==> config.mk <==
export PLATFORM = sky130hd
export DESIGN_NAME = nec_ir_module
export DESIGN_NICKNAME = d
export VERILOG_FILES = /design/src/rtl/nec_ir_module.sv
export SDC_FILE = /design/constraint.sdc
export NUM_CORES = 1
export LEC_CHECK = 0
export BUFFER_PORTS_ARGS = -buffer_cell sky130_fd_sc_hd__buf_2
export CELL_PAD_IN_SITES_DETAIL_PLACEMENT = 2
export CELL_PAD_IN_SITES_GLOBAL_PLACEMENT = 2
export CORE_MARGIN = 8
export CORE_UTILIZATION = 33
export CTS_CLUSTER_SIZE = 16
export DETAILED_ROUTE_END_ITERATION = 16
export GPL_TIMING_DRIVEN = 0
export HOLD_SLACK_MARGIN = 0.05
export PLACE_DENSITY = 0.74
export RECOVER_POWER = 25
export SYNTH_ARGS = -nofsm -noshare
export SYNTH_HDL_FRONTEND = slang
export SYNTH_SLANG_ARGS = --single-unit
==> constraint.sdc <==
create_clock -name clk -period 3.7 [get_ports clk]
set_input_delay 0.185 -clock clk [delete_from_list [all_inputs] [get_ports clk]]
set_output_delay 0.185 -clock clk [all_outputs]
set_load 0.02 [all_outputs]
==> src/rtl/nec_ir_module.sv <==
// NEC infrared remote decoder: synchronizes the receiver output, times each
// mark/space with a saturating counter and validates address/command bytes.
//
// state      | meaning
// IDLE       | line idle, waiting for the leader mark falling edge
// LEAD_MARK  | timing the leader mark
// LEAD_SPACE | timing the leader space (data frame or repeat code)
// BIT_MARK   | timing a data bit mark
// BIT_SPACE  | timing a data bit space; its length decides the bit value
// STOP       | waiting for the stop mark (or repeat burst) to end
module nec_ir_module #(
    parameter int multiplier    = 1,
    parameter int divider       = 1,
    parameter int counter_width = 16,
    parameter int address_width = 8,
    parameter int data_width    = 8
) (
    output logic [address_width-1:0] ir_address,
    output logic [data_width-1:0]    ir_data,
    output logic                     ir_data_ready,
    output logic                     ir_error,
    input  logic                     ir_in,
    input  logic                     reset_n,
    input  logic                     clk
);

    localparam int FRAME_BITS = 2 * (address_width + data_width);
    localparam int BIT_CNT_W  = $clog2(FRAME_BITS + 1);

    typedef logic [counter_width-1:0] cnt_t;

    function automatic cnt_t scale(input int us);
        return cnt_t'(us * multiplier / divider);
    endfunction

    localparam cnt_t LEAD_MARK_MIN  = scale(8000);
    localparam cnt_t LEAD_MARK_MAX  = scale(10000);
    localparam cnt_t LEAD_DATA_MIN  = scale(4000);
    localparam cnt_t LEAD_DATA_MAX  = scale(5000);
    localparam cnt_t LEAD_RPT_MIN   = scale(2000);
    localparam cnt_t LEAD_RPT_MAX   = scale(2500);
    localparam cnt_t BIT_MARK_MIN   = scale(400);
    localparam cnt_t BIT_MARK_MAX   = scale(750);
    localparam cnt_t BIT_ZERO_MIN   = scale(400);
    localparam cnt_t BIT_ZERO_MAX   = scale(750);
    localparam cnt_t BIT_ONE_MIN    = scale(1400);
    localparam cnt_t BIT_ONE_MAX    = scale(1900);

    localparam logic [BIT_CNT_W-1:0] LAST_BIT = BIT_CNT_W'(FRAME_BITS - 1);

    function automatic logic in_win(input cnt_t v, input cnt_t lo, input cnt_t hi);
        return (v >= lo) && (v <= hi);
    endfunction

    typedef enum logic [2:0] {
        S_IDLE,
        S_LEAD_MARK,
        S_LEAD_SPACE,
        S_BIT_MARK,
        S_BIT_SPACE,
        S_STOP
    } state_t;

    state_t state, state_nxt;

    logic ir_meta, ir_sync, ir_prev;
    logic edge_rise, edge_fall;
    cnt_t count;

    logic [FRAME_BITS-1:0] shift_reg, shift_nxt;
    logic [BIT_CNT_W-1:0]  bit_cnt;

    logic err_nxt, shift_en, bit_val, clr_bits, check_en, frame_ok;

    logic [address_width-1:0] addr_f, addr_inv_f;
    logic [data_width-1:0]    cmd_f, cmd_inv_f;

    // Receiver output is asynchronous; idle level is high.
    always_ff @(posedge clk or negedge reset_n) begin
        if (!reset_n) begin
            ir_meta <= 1'b1;
            ir_sync <= 1'b1;
            ir_prev <= 1'b1;
        end else begin
            ir_meta <= ir_in;
            ir_sync <= ir_meta;
            ir_prev <= ir_sync;
        end
    end

    assign edge_rise = ir_sync & ~ir_prev;
    assign edge_fall = ~ir_sync & ir_prev;

    always_ff @(posedge clk or negedge reset_n) begin
        if (!reset_n) begin
            count <= '0;
        end else if (edge_rise || edge_fall) begin
            count <= '0;
        end else if (count != '1) begin
            count <= count + cnt_t'(1);
        end
    end

    always_ff @(posedge clk or negedge reset_n) begin
        if (!reset_n) begin
            state <= S_IDLE;
        end else begin
            state <= state_nxt;
        end
    end

    always_comb begin
        state_nxt = state;
        err_nxt   = 1'b0;
        shift_en  = 1'b0;
        bit_val   = 1'b0;
        clr_bits  = 1'b0;
        check_en  = 1'b0;
        case (state)
            S_IDLE: begin
                if (edge_fall) begin
                    state_nxt = S_LEAD_MARK;
                end
            end
            // Bad leader marks are treated as noise: no error pulse.
            S_LEAD_MARK: begin
                if (edge_rise) begin
                    state_nxt = in_win(count, LEAD_MARK_MIN, LEAD_MARK_MAX) ? S_LEAD_SPACE : S_IDLE;
                end else if (count > LEAD_MARK_MAX) begin
                    state_nxt = S_IDLE;
                end
            end
            S_LEAD_SPACE: begin
                if (edge_fall) begin
                    if (in_win(count, LEAD_DATA_MIN, LEAD_DATA_MAX)) begin
                        state_nxt = S_BIT_MARK;
                        clr_bits  = 1'b1;
                    end else if (in_win(count, LEAD_RPT_MIN, LEAD_RPT_MAX)) begin
                        state_nxt = S_STOP;
                    end else begin
                        err_nxt   = 1'b1;
                        state_nxt = S_IDLE;
                    end
                end else if (count > LEAD_DATA_MAX) begin
                    err_nxt   = 1'b1;
                    state_nxt = S_IDLE;
                end
            end
            S_BIT_MARK: begin
                if (edge_rise) begin
                    if (in_win(count, BIT_MARK_MIN, BIT_MARK_MAX)) begin
                        state_nxt = S_BIT_SPACE;
                    end else begin
                        err_nxt   = 1'b1;
                        state_nxt = S_IDLE;
                    end
                end else if (count > BIT_MARK_MAX) begin
                    err_nxt   = 1'b1;
                    state_nxt = S_IDLE;
                end
            end
            S_BIT_SPACE: begin
                if (edge_fall) begin
                    if (in_win(count, BIT_ZERO_MIN, BIT_ZERO_MAX) ||
                        in_win(count, BIT_ONE_MIN, BIT_ONE_MAX)) begin
                        shift_en = 1'b1;
                        bit_val  = in_win(count, BIT_ONE_MIN, BIT_ONE_MAX);
                        if (bit_cnt == LAST_BIT) begin
                            check_en  = 1'b1;
                            state_nxt = S_STOP;
                        end else begin
                            state_nxt = S_BIT_MARK;
                        end
                    end else begin
                        err_nxt   = 1'b1;
                        state_nxt = S_IDLE;
                    end
                end else if (count > BIT_ONE_MAX) begin
                    err_nxt   = 1'b1;
                    state_nxt = S_IDLE;
                end
            end
            S_STOP: begin
                if (ir_sync) begin
                    state_nxt = S_IDLE;
                end
            end
            default: begin
                state_nxt = S_IDLE;
            end
        endcase
    end

    // LSB-first reception: new bits enter at the top and walk down.
    assign shift_nxt  = {bit_val, shift_reg[FRAME_BITS-1:1]};
    assign addr_f     = shift_nxt[address_width-1:0];
    assign addr_inv_f = shift_nxt[2*address_width-1:address_width];
    assign cmd_f      = shift_nxt[2*address_width+data_width-1:2*address_width];
    assign cmd_inv_f  = shift_nxt[FRAME_BITS-1:2*address_width+data_width];
    assign frame_ok   = (addr_inv_f == ~addr_f) && (cmd_inv_f == ~cmd_f);

    always_ff @(posedge clk or negedge reset_n) begin
        if (!reset_n) begin
            shift_reg     <= '0;
            bit_cnt       <= '0;
            ir_address    <= '0;
            ir_data       <= '0;
            ir_data_ready <= 1'b0;
            ir_error      <= 1'b0;
        end else begin
            ir_data_ready <= check_en & frame_ok;
            ir_error      <= err_nxt | (check_en & ~frame_ok);
            if (clr_bits) begin
                bit_cnt <= '0;
            end else if (shift_en) begin
                bit_cnt <= bit_cnt + BIT_CNT_W'(1);
            end
            if (shift_en) begin
                shift_reg <= shift_nxt;
            end
            if (check_en && frame_ok) begin
                ir_address <= addr_f;
                ir_data    <= cmd_f;
            end
        end
    end

endmodule

==> impl_metrics.ini, run 1 <==
[critical_path]
arrival_ps = 3470
path_class = reg -> reg
ff2ff_setup_slack_ps = 450
cp_max_fo = 10
r2r-start = count[0]
critPathMaxStageDelay_ps = 480
required_ps = 3930
crit_path_end_kind = flop
r2r_cells = 10
crit_buf_inv = 3
crit_chain = inv_1 > ha_1 > nor4b_1 > nand2_1 > o41a_1 > buf_2 > o32ai_2 > o211ai_4 > buf_6 > mux2_4
cp_top_family = compound AO/OA/AOI/OAI gates
r2r-end = ir_address[2]
startpoint_type = flop
cp_slowest_cell = dfrtp_1

[timing]
finalSetupTns_ps = 0
fmax_mhz = 308
report.final.slew_viol_count = 30
timing.final.crit_share_pct = 87.8
tightest_slew_ps = 1530
relSlewSlack_pct = -1.89
rsz0062_at_grt = no
setup_viol = 0
min_period_ps = 3250
hold_viol = 0
fin_skew_ps = 5.23

[global_routing]
grt_usage_pct = 15.6
antenna_found_initial = 0
top_usage_layer = met2
grt_pass1_vias = 3745
grt_max_degree = 50
met3_usage_pct = 3.35
grt_overflow = 0
grt_first_pass_wirelength_um = 19800
grtUsageMet1_pct = 18.2
grtUsageMet2_pct = 27.2

[drt]
first_pass_iters = 4
viasPerCell = 5.47
drt_wl_total_um = 11500
vias = 3330
wl_per_cell_um = 18.9
drt-initial-drc-count = 172
drc = 0
drtAntennaViolNets = 0

[clock_tree]
htree_levels = 3
clkTransAtPathRegs_ps = 60
clk_path_buf_depth = 2
cts.sinks = 77
clock_latency_ps = 340
cts_resized = 0
numCtsBuffers = 9
root_buffer = clkbuf_16
cts_tree = yes

[die]
die_w_um = 127
die_area_sq_um = 16000
die_y_um = 127
core_sq_um = 12000
io_pins = 21
row_count = 40
initial_core_util_pct = 33.7

[pwr]
finalPower_w = 0.00188
p_leak_nw = 2.12
max-vdd-ir-drop_mv = 0.147
powerDensity_nw_per_um2 = 405

[synth]
syn-instance-count = 425
syn_area_sq_um = 4030
synth-edff-count = 0
ys_seq_elements = 77
synth.top_cell.area_share_pct = 45.9
synthDistinctLibCells = 58
synth_area_leaders = dfrtp_1 (46%), nand2_1 (9.8%), xnor2_1 (4.6%)
synthFlopType = dfrtp_1
synth_top_area_cell = dfrtp_1
syn-num-nets = 433
ys_seq_area_share_pct = 47.9
async_flop_share_pct = 100
syn_avg_cell_area_sq_um = 9.49
synth.most_common_cell = nand2_1
synth_common_cells = nand2_1 (105), dfrtp_1 (74), nor2_1 (24), xnor2_1 (21), clkbuf_1 (16)
yosysWarningCount = 0

[cells_and_area]
finalNetCount = 467
multi_input_area_sq_um = 1950
utilization_pct = 38.8
largest_reg_flops = 31
final-seq-area_sq_um = 1930
fillerInstances = 1327
drive_gt1_share_pct = 13.0
diodes = 0
final_area_sq_um = 4640
area_growth_pct = 15.1

[placement]
place_area_sq_um = 4350
gp_congestion = 0.839
io_buffer_count = 20
dp_hpwl_um = 8200

[flow_run]
cap_violations = 1

[worst_hold_path]
min_delay_path_depth = 0
hold_path_class = reg -> reg
hold_path_end = ir_sync
hp-start = ir_meta

[run_status]
outcome = finished, violations left
violations = max-capacitance violations, max-slew violations
worst max path at each step:
stage,slack [ps],end,startpoint,cells past startpoint
4_1_cts,430,ir_data[7],count[0],10
5_1_grt,270,ir_address[3],count[0],10
6_report,450,ir_address[2],count[0],10
3_5_place_dp,460,ir_data[7],count[0],10
2_1_floorplan,1080,ir_address[0],count[0],10
3_3_place_gp,550,ir_address[3],count[0],10
power breakdown:
group          switching, W  leakage [nW]  internal [W]
registers         0.0000152          1.06      0.000852
clock network      0.000349         0.147      0.000580
logic             0.0000557         0.912     0.0000263
per-stage QoR:
stage | std cells | worst slack (ps) | hold slack (ps)
after floorplan | 425 | 1080 | -111
after global placement | 592 | 546 | 293
after detailed placement | 593 | 463 | 143
after CTS | 609 | 432 | 311
after global routing | 609 | 268 | 364
final | 609 | 451 | 361
layout by cell type (no fill, tap or decap), types with 9 or more instances in the layout:
cell type  instances
mux2_4            10
clkbuf_16          9
buf_2             26
dfrtp_1           74
nand4_1           10
nand2_1          105
a21oi_1           14
nor2_1            24
clkbuf_1          17
inv_1             10
nand3_1           14
nor3_1            10
xnor2_1           21
layout make-up:
| cell class | count | area share (%) |
|---|---|---|
| clock buffers | 9 | 4.85 |
| inverters | 10 | 0.809 |
| well taps | 147 | 3.96 |
| flip-flops and latches | 77 | 41.6 |
| repair buffers | 23 | 2.67 |
| clock inverters | 5 | 1.67 |
| multi-input cells | 313 | 42.1 |
| plain buffers | 25 | 2.37 |
timing repair:
action	in CTS	in global routing
hold buffers	2	0
buffers inserted	0	0
endpoints found under the setup margin	0	0
endpoints found under the hold margin	29	0
cell families (layout without fill, tap and decap cells):
group / Yosys count / count (layout) / share of synthesized area (%)
simple gates: 202 / 202 / 23.9
mux: 17 / 17 / 5.68
compound gates: 60 / 60 / 11.0
xor+xnor: 29 / 29 / 6.30
fa+ha+maj: 5 / 5 / 1.55
buf+inv: 35 / 72 / 3.66
flops: 77 / 77 / 47.9
layer usage:
| metal | vias up | wire (um) |
|---|---|---|
| met4 | 0 | 197 |
| met2 | 38 | 5860 |
| met1 | 1714 | 5120 |
| met3 | 16 | 349 |
| met5 | - | 0 |
| li1 | 1562 | - |
(Power assumes the default switching activity.)
==> run 2, diff against run 1 <==
RECOVER_POWER = 100   (was 25)
==> run 2 against run 1 <==
Net effect: the run still ends with max-capacitance violations, max-slew violations left; sequential share of layout area grew 0.49 points; critical path depth is the same; first-iteration DRC count grew 9.9%; non-clock buffer count is the same; critical endpoint is now ir_address[0].
==> impl_metrics.ini, run 2 (synthesized netlist as in run 1, its figures left out) <==
[cells_and_area]
diodes = 0
final_common_cell = nand2_1
finalNonFillerCells = 609
drive_gt1_share_pct = 7.14
final_cell_mix = nand2_1 (105), dfrtp_1 (74), clkbuf_1 (36)
final_area_sq_um = 4590
finalNetCount = 467
largest_reg_flops = 31
area_growth_pct = 13.8

[timing]
report.final.slew_viol_count = 30
timing.final.crit_share_pct = 90.7
finalSetupTns_ps = 0
rsz0062_at_grt = no
tightest_slew_ps = 1530
relSlewSlack_pct = -1.80
layout_setup_ws_ps = 345
fin_skew_ps = 5.08
fmax_mhz = 298
setup_viol = 0
hold_viol = 0
holdWs_ps = 361
min_period_ps = 3360

[global_routing]
grt_usage_pct = 15.6
grt_overflow = 0
grt_max_degree = 50
grt_first_pass_wirelength_um = 19800
antenna_found_initial = 0
grt_pass1_vias = 3745

[drt]
drt_wl_total_um = 11500
drt-initial-drc-count = 189
viasPerCell = 5.48
drc = 0
first_pass_iters = 4
wl_per_cell_um = 18.9
vias = 3338
drtAntennaViolNets = 0

[worst_hold_path]
hold_path_class = reg -> reg
min_delay_path_depth = 0

[die]
die_w_um = 127
io_pins = 21
row_count = 40
die_y_um = 127
core_sq_um = 12000
initial_core_util_pct = 33.7
die_area_sq_um = 16000

[clock_tree]
clk_path_buf_depth = 2
cts_resized = 0
root_buffer = clkbuf_16
numCtsBuffers = 9
htree_levels = 3
cts_setup_buffers = 0
cts_tree = yes
clkTransAtPathRegs_ps = 60
clock_latency_ps = 340
cts.sinks = 77

[critical_path]
cp_slowest_cell = dfrtp_1
crit_path_end_kind = flop
required_ps = 3920
cp_max_fo = 10
startpoint_type = flop
r2r_cells = 10
path_class = reg -> reg
critPathMaxStageDelay_ps = 480
arrival_ps = 3580
crit_chain = inv_1 > ha_1 > nor4b_1 > nand2_1 > o41a_1 > clkbuf_1 > o32ai_2 > o211ai_4 > buf_6 > mux2_1

[placement]
gp_congestion = 0.839
dp_hpwl_um = 8200
place_area_sq_um = 4350
dp_cells = 593
io_buffer_count = 20
post-place-ws_ps = 463

[run_status]
violations = max-capacitance violations, max-slew violations
outcome = finished, violations left

[flow_run]
cap_violations = 1

[pwr]
p_leak_nw = 2.02
powerDensity_nw_per_um2 = 410
max-vdd-ir-drop_mv = 0.147
==> run 2: changes by cell type in the layout (fill, tap and decap cells not counted), sizes merged <==
cell	before	now
clkbuf	27	48
buf	28	7
==> run 2: cell type report <==
class	count	area [sq um]
Sequential cell	77	1930
Fill cell	1332	7370
Inverter	10	37.5
Multi-Input combinational cell	313	1920
Clock buffer	9	225
Tap cell	147	184
Buffer	25	109
Clock inverter	5	77.6
Timing Repair Buffer	23	101
==> run 2: layer usage <==
layer / GRT usage, % / share of wire, %
met3: 3.35 / 3.2
met1: 18.2 / 44
met2: 27.2 / 51
met5: 0 / 0
met4: 6.51 / 1.7
==> run 2: critical path, delay by kind of cell, from the launching register on <==
family          cells  cell delay (ps)
compound gates      3             1120
fa+ha+maj           1              190
buf+inv             3              570
flops               1              480
mux                 1              320
simple gates        2              550
==> run 2: power by group <==
| group | leakage, nW | internal, W | total, W | switching, W |
|---|---|---|---|---|
| clock | 0.147 | 0.000580 | 0.000930 | 0.000350 |
| combinational | 0.808 | 0.0000263 | 0.0000819 | 0.0000556 |
| sequential | 1.06 | 0.000852 | 0.000868 | 0.0000152 |
==> run 2: path summary, 6_finish.rpt <==
path	start	end	slack [ps]
worst min register to register	ir_meta	ir_sync	360
worst min-delay path	ir_meta	ir_sync	360
worst max-delay path	count[0]	ir_address[0]	340
max in group asynchronous	reset_n	state[1]	960
worst max register to register	count[0]	ir_address[0]	340
min in group asynchronous	reset_n	ir_address[4]	740
==> run 2: metrics by stage <==
step / total power (W) / utilization, %
after global routing: 0.00195 / 38.4
after floorplan: 0.000923 / -
after CTS: 0.00191 / 39.0
after detailed placement: 0.000969 / 36.3
after global placement: 0.000959 / 36.1
final: 0.00188 / 38.4
==> run 2: what timing repair did <==
item	CTS	global route
hold endpoints to repair	29	0
setup endpoints to repair	0	0
hold buffers	2	0
==> run 3, diff against run 2 <==
CTS_BUF_LIST = sky130_fd_sc_hd__clkbuf_2   (was not set)
==> run 3 against run 2 <==
Net effect: the flow still finishes with violations (max-capacitance violations, max-slew violations); clock power fell by 44%; critical path depth did not move; non-clock buffer count rose by 2; global-route usage fell by 0.59 points; first-iteration DRC count fell by 23%; sequential cell count did not move.
==> impl_metrics.ini, run 3 (synthesized netlist as in run 1, its figures left out) <==
[critical_path]
arrival_ps = 3720
r2r-start = count[0]
r2r_cells = 10
cp_slowest_cell = dfrtp_1
path_class = reg -> reg
critPathMaxStageDelay_ps = 520
ff2ff_setup_slack_ps = 440
cp_max_fo = 10
crit_path_end_kind = flop
r2r-end = ir_address[0]
required_ps = 4170
crit_chain = inv_1 > ha_1 > nor4b_1 > nand2_1 > o41a_1 > buf_2 > o32ai_2 > o211ai_4 > buf_6 > mux2_1
cp_top_family = compound AO/OA/AOI/OAI gates
startpoint_type = flop
crit_buf_inv = 3

[die]
io_pins = 21
core_sq_um = 12000
initial_core_util_pct = 33.7
die_y_um = 127
row_count = 40
die_w_um = 127
die_area_sq_um = 16000

[flow_run]
cap_violations = 1

[drt]
first_pass_iters = 4
drt_wl_total_um = 11200
drtAntennaViolNets = 0
wl_per_cell_um = 18.3
vias = 3328
drt-initial-drc-count = 145
viasPerCell = 5.45
drc = 0

[cells_and_area]
drive_gt1_share_pct = 6.90
final_area_sq_um = 4430
final_common_cell = nand2_1
final_cell_mix = nand2_1 (105), dfrtp_1 (74), clkbuf_1 (36)
area_growth_pct = 9.81
largest_reg_flops = 31
finalNetCount = 469
final-seq-area_sq_um = 1930
multi_input_area_sq_um = 1920
fillerInstances = 1359
diodes = 0

[placement]
io_buffer_count = 20
place_area_sq_um = 4350
gp_congestion = 0.839
dp_hpwl_um = 8200

[pwr]
max-vdd-ir-drop_mv = 0.124
powerDensity_nw_per_um2 = 332
p_leak_nw = 1.96

[timing]
finalSetupTns_ps = 0
relSlewSlack_pct = -52.2
setup_viol = 0
fmax_mhz = 307
tightest_slew_ps = 2280
hold_viol = 0
report.final.slew_viol_count = 50
fin_skew_ps = 15.7
holdWs_ps = 256
rsz0062_at_grt = no
min_period_ps = 3260
timing.final.crit_share_pct = 88.0

[worst_hold_path]
hold_path_end = ir_meta
hp-start = ir_in
hold_path_class = in -> reg
min_delay_path_depth = 2

[global_routing]
antenna_found_initial = 0
grt_pass1_vias = 3662
grt_usage_pct = 15.0
grt_overflow = 0
grt_max_degree = 50
grt_first_pass_wirelength_um = 19200

[clock_tree]
htree_levels = 3
cts.sinks = 77
cts_tree = yes
root_buffer = clkbuf_2
clkTransAtPathRegs_ps = 210
clock_latency_ps = 560
cts_setup_buffers = 0
numCtsBuffers = 9
cts_resized = 0
clk_path_buf_depth = 2

[run_status]
outcome = finished, violations left
violations = max-capacitance violations, max-slew violations
## run 3: worst register-to-register path: cells and delay by family (launching register included)
kind / cells / cell delay [ps]
DFF: 1 / 520
and+or+nand+nor: 2 / 540
muxes: 1 / 330
adders and majority gates: 1 / 190
buffers and inverters: 3 / 520
AOI/OAI and AO/OA: 3 / 1050
## run 3: per-stage QoR
stage / cells / setup slack, ps / utilization, % / power (W)
6_report: 611 / 443 / 37.0 / 0.00147
5_1_grt: 611 / 211 / 37.0 / 0.00154
4_1_cts: 611 / 403 / 37.8 / 0.00151
3_5_place_dp: 593 / 463 / 36.3 / 0.000969
3_3_place_gp: 592 / 546 / 36.1 / 0.000959
2_1_floorplan: 425 / 1080 / - / 0.000923
## run 3: cell type report
type / count / area share (%)
Timing Repair Buffer: 25 / 2.77
Sequential cell: 77 / 43.6
Inverter: 10 / 0.848
Clock inverter: 5 / 1.75
Tap cell: 147 / 4.15
Buffer: 25 / 2.49
Multi-Input combinational cell: 313 / 43.4
Clock buffer: 9 / 1.02
## run 3: how the worst max path moves through the flow
stage          startpoint       endpoint  slack, ps  cells past startpoint
6_report         count[0]  ir_address[0]        440                     10
5_1_grt          count[2]   shift_reg[5]        210                     10
4_1_cts          count[0]     ir_data[7]        400                     10
3_5_place_dp     count[0]     ir_data[7]        460                     10
3_3_place_gp     count[0]  ir_address[3]        550                     10
2_1_floorplan    count[0]  ir_address[0]       1080                     10
## run 3: where the power goes
part	switching, W	total, W	leakage [nW]	internal [W]
Sequential	0.0000150	0.000868	1.06	0.000853
Clock	0.000307	0.000520	0.0736	0.000214
Combinational	0.0000557	0.0000835	0.822	0.0000277
Total	0.000377	0.00147	1.96	0.00109
## run 3: layer usage
metal  wire (um)  vias to the layer above  track usage [%]
met2        5510                       36             25.8
met5           0                        -                0
met3         319                       15             3.10
met1        5120                     1715             18.1
met4         209                        0             5.87
li1            -                     1562                -
## run 3: repair_timing
item	in CTS	in global routing
hold buffers	4	0
setup endpoints to repair	0	0
endpoints found under the hold margin	75	0
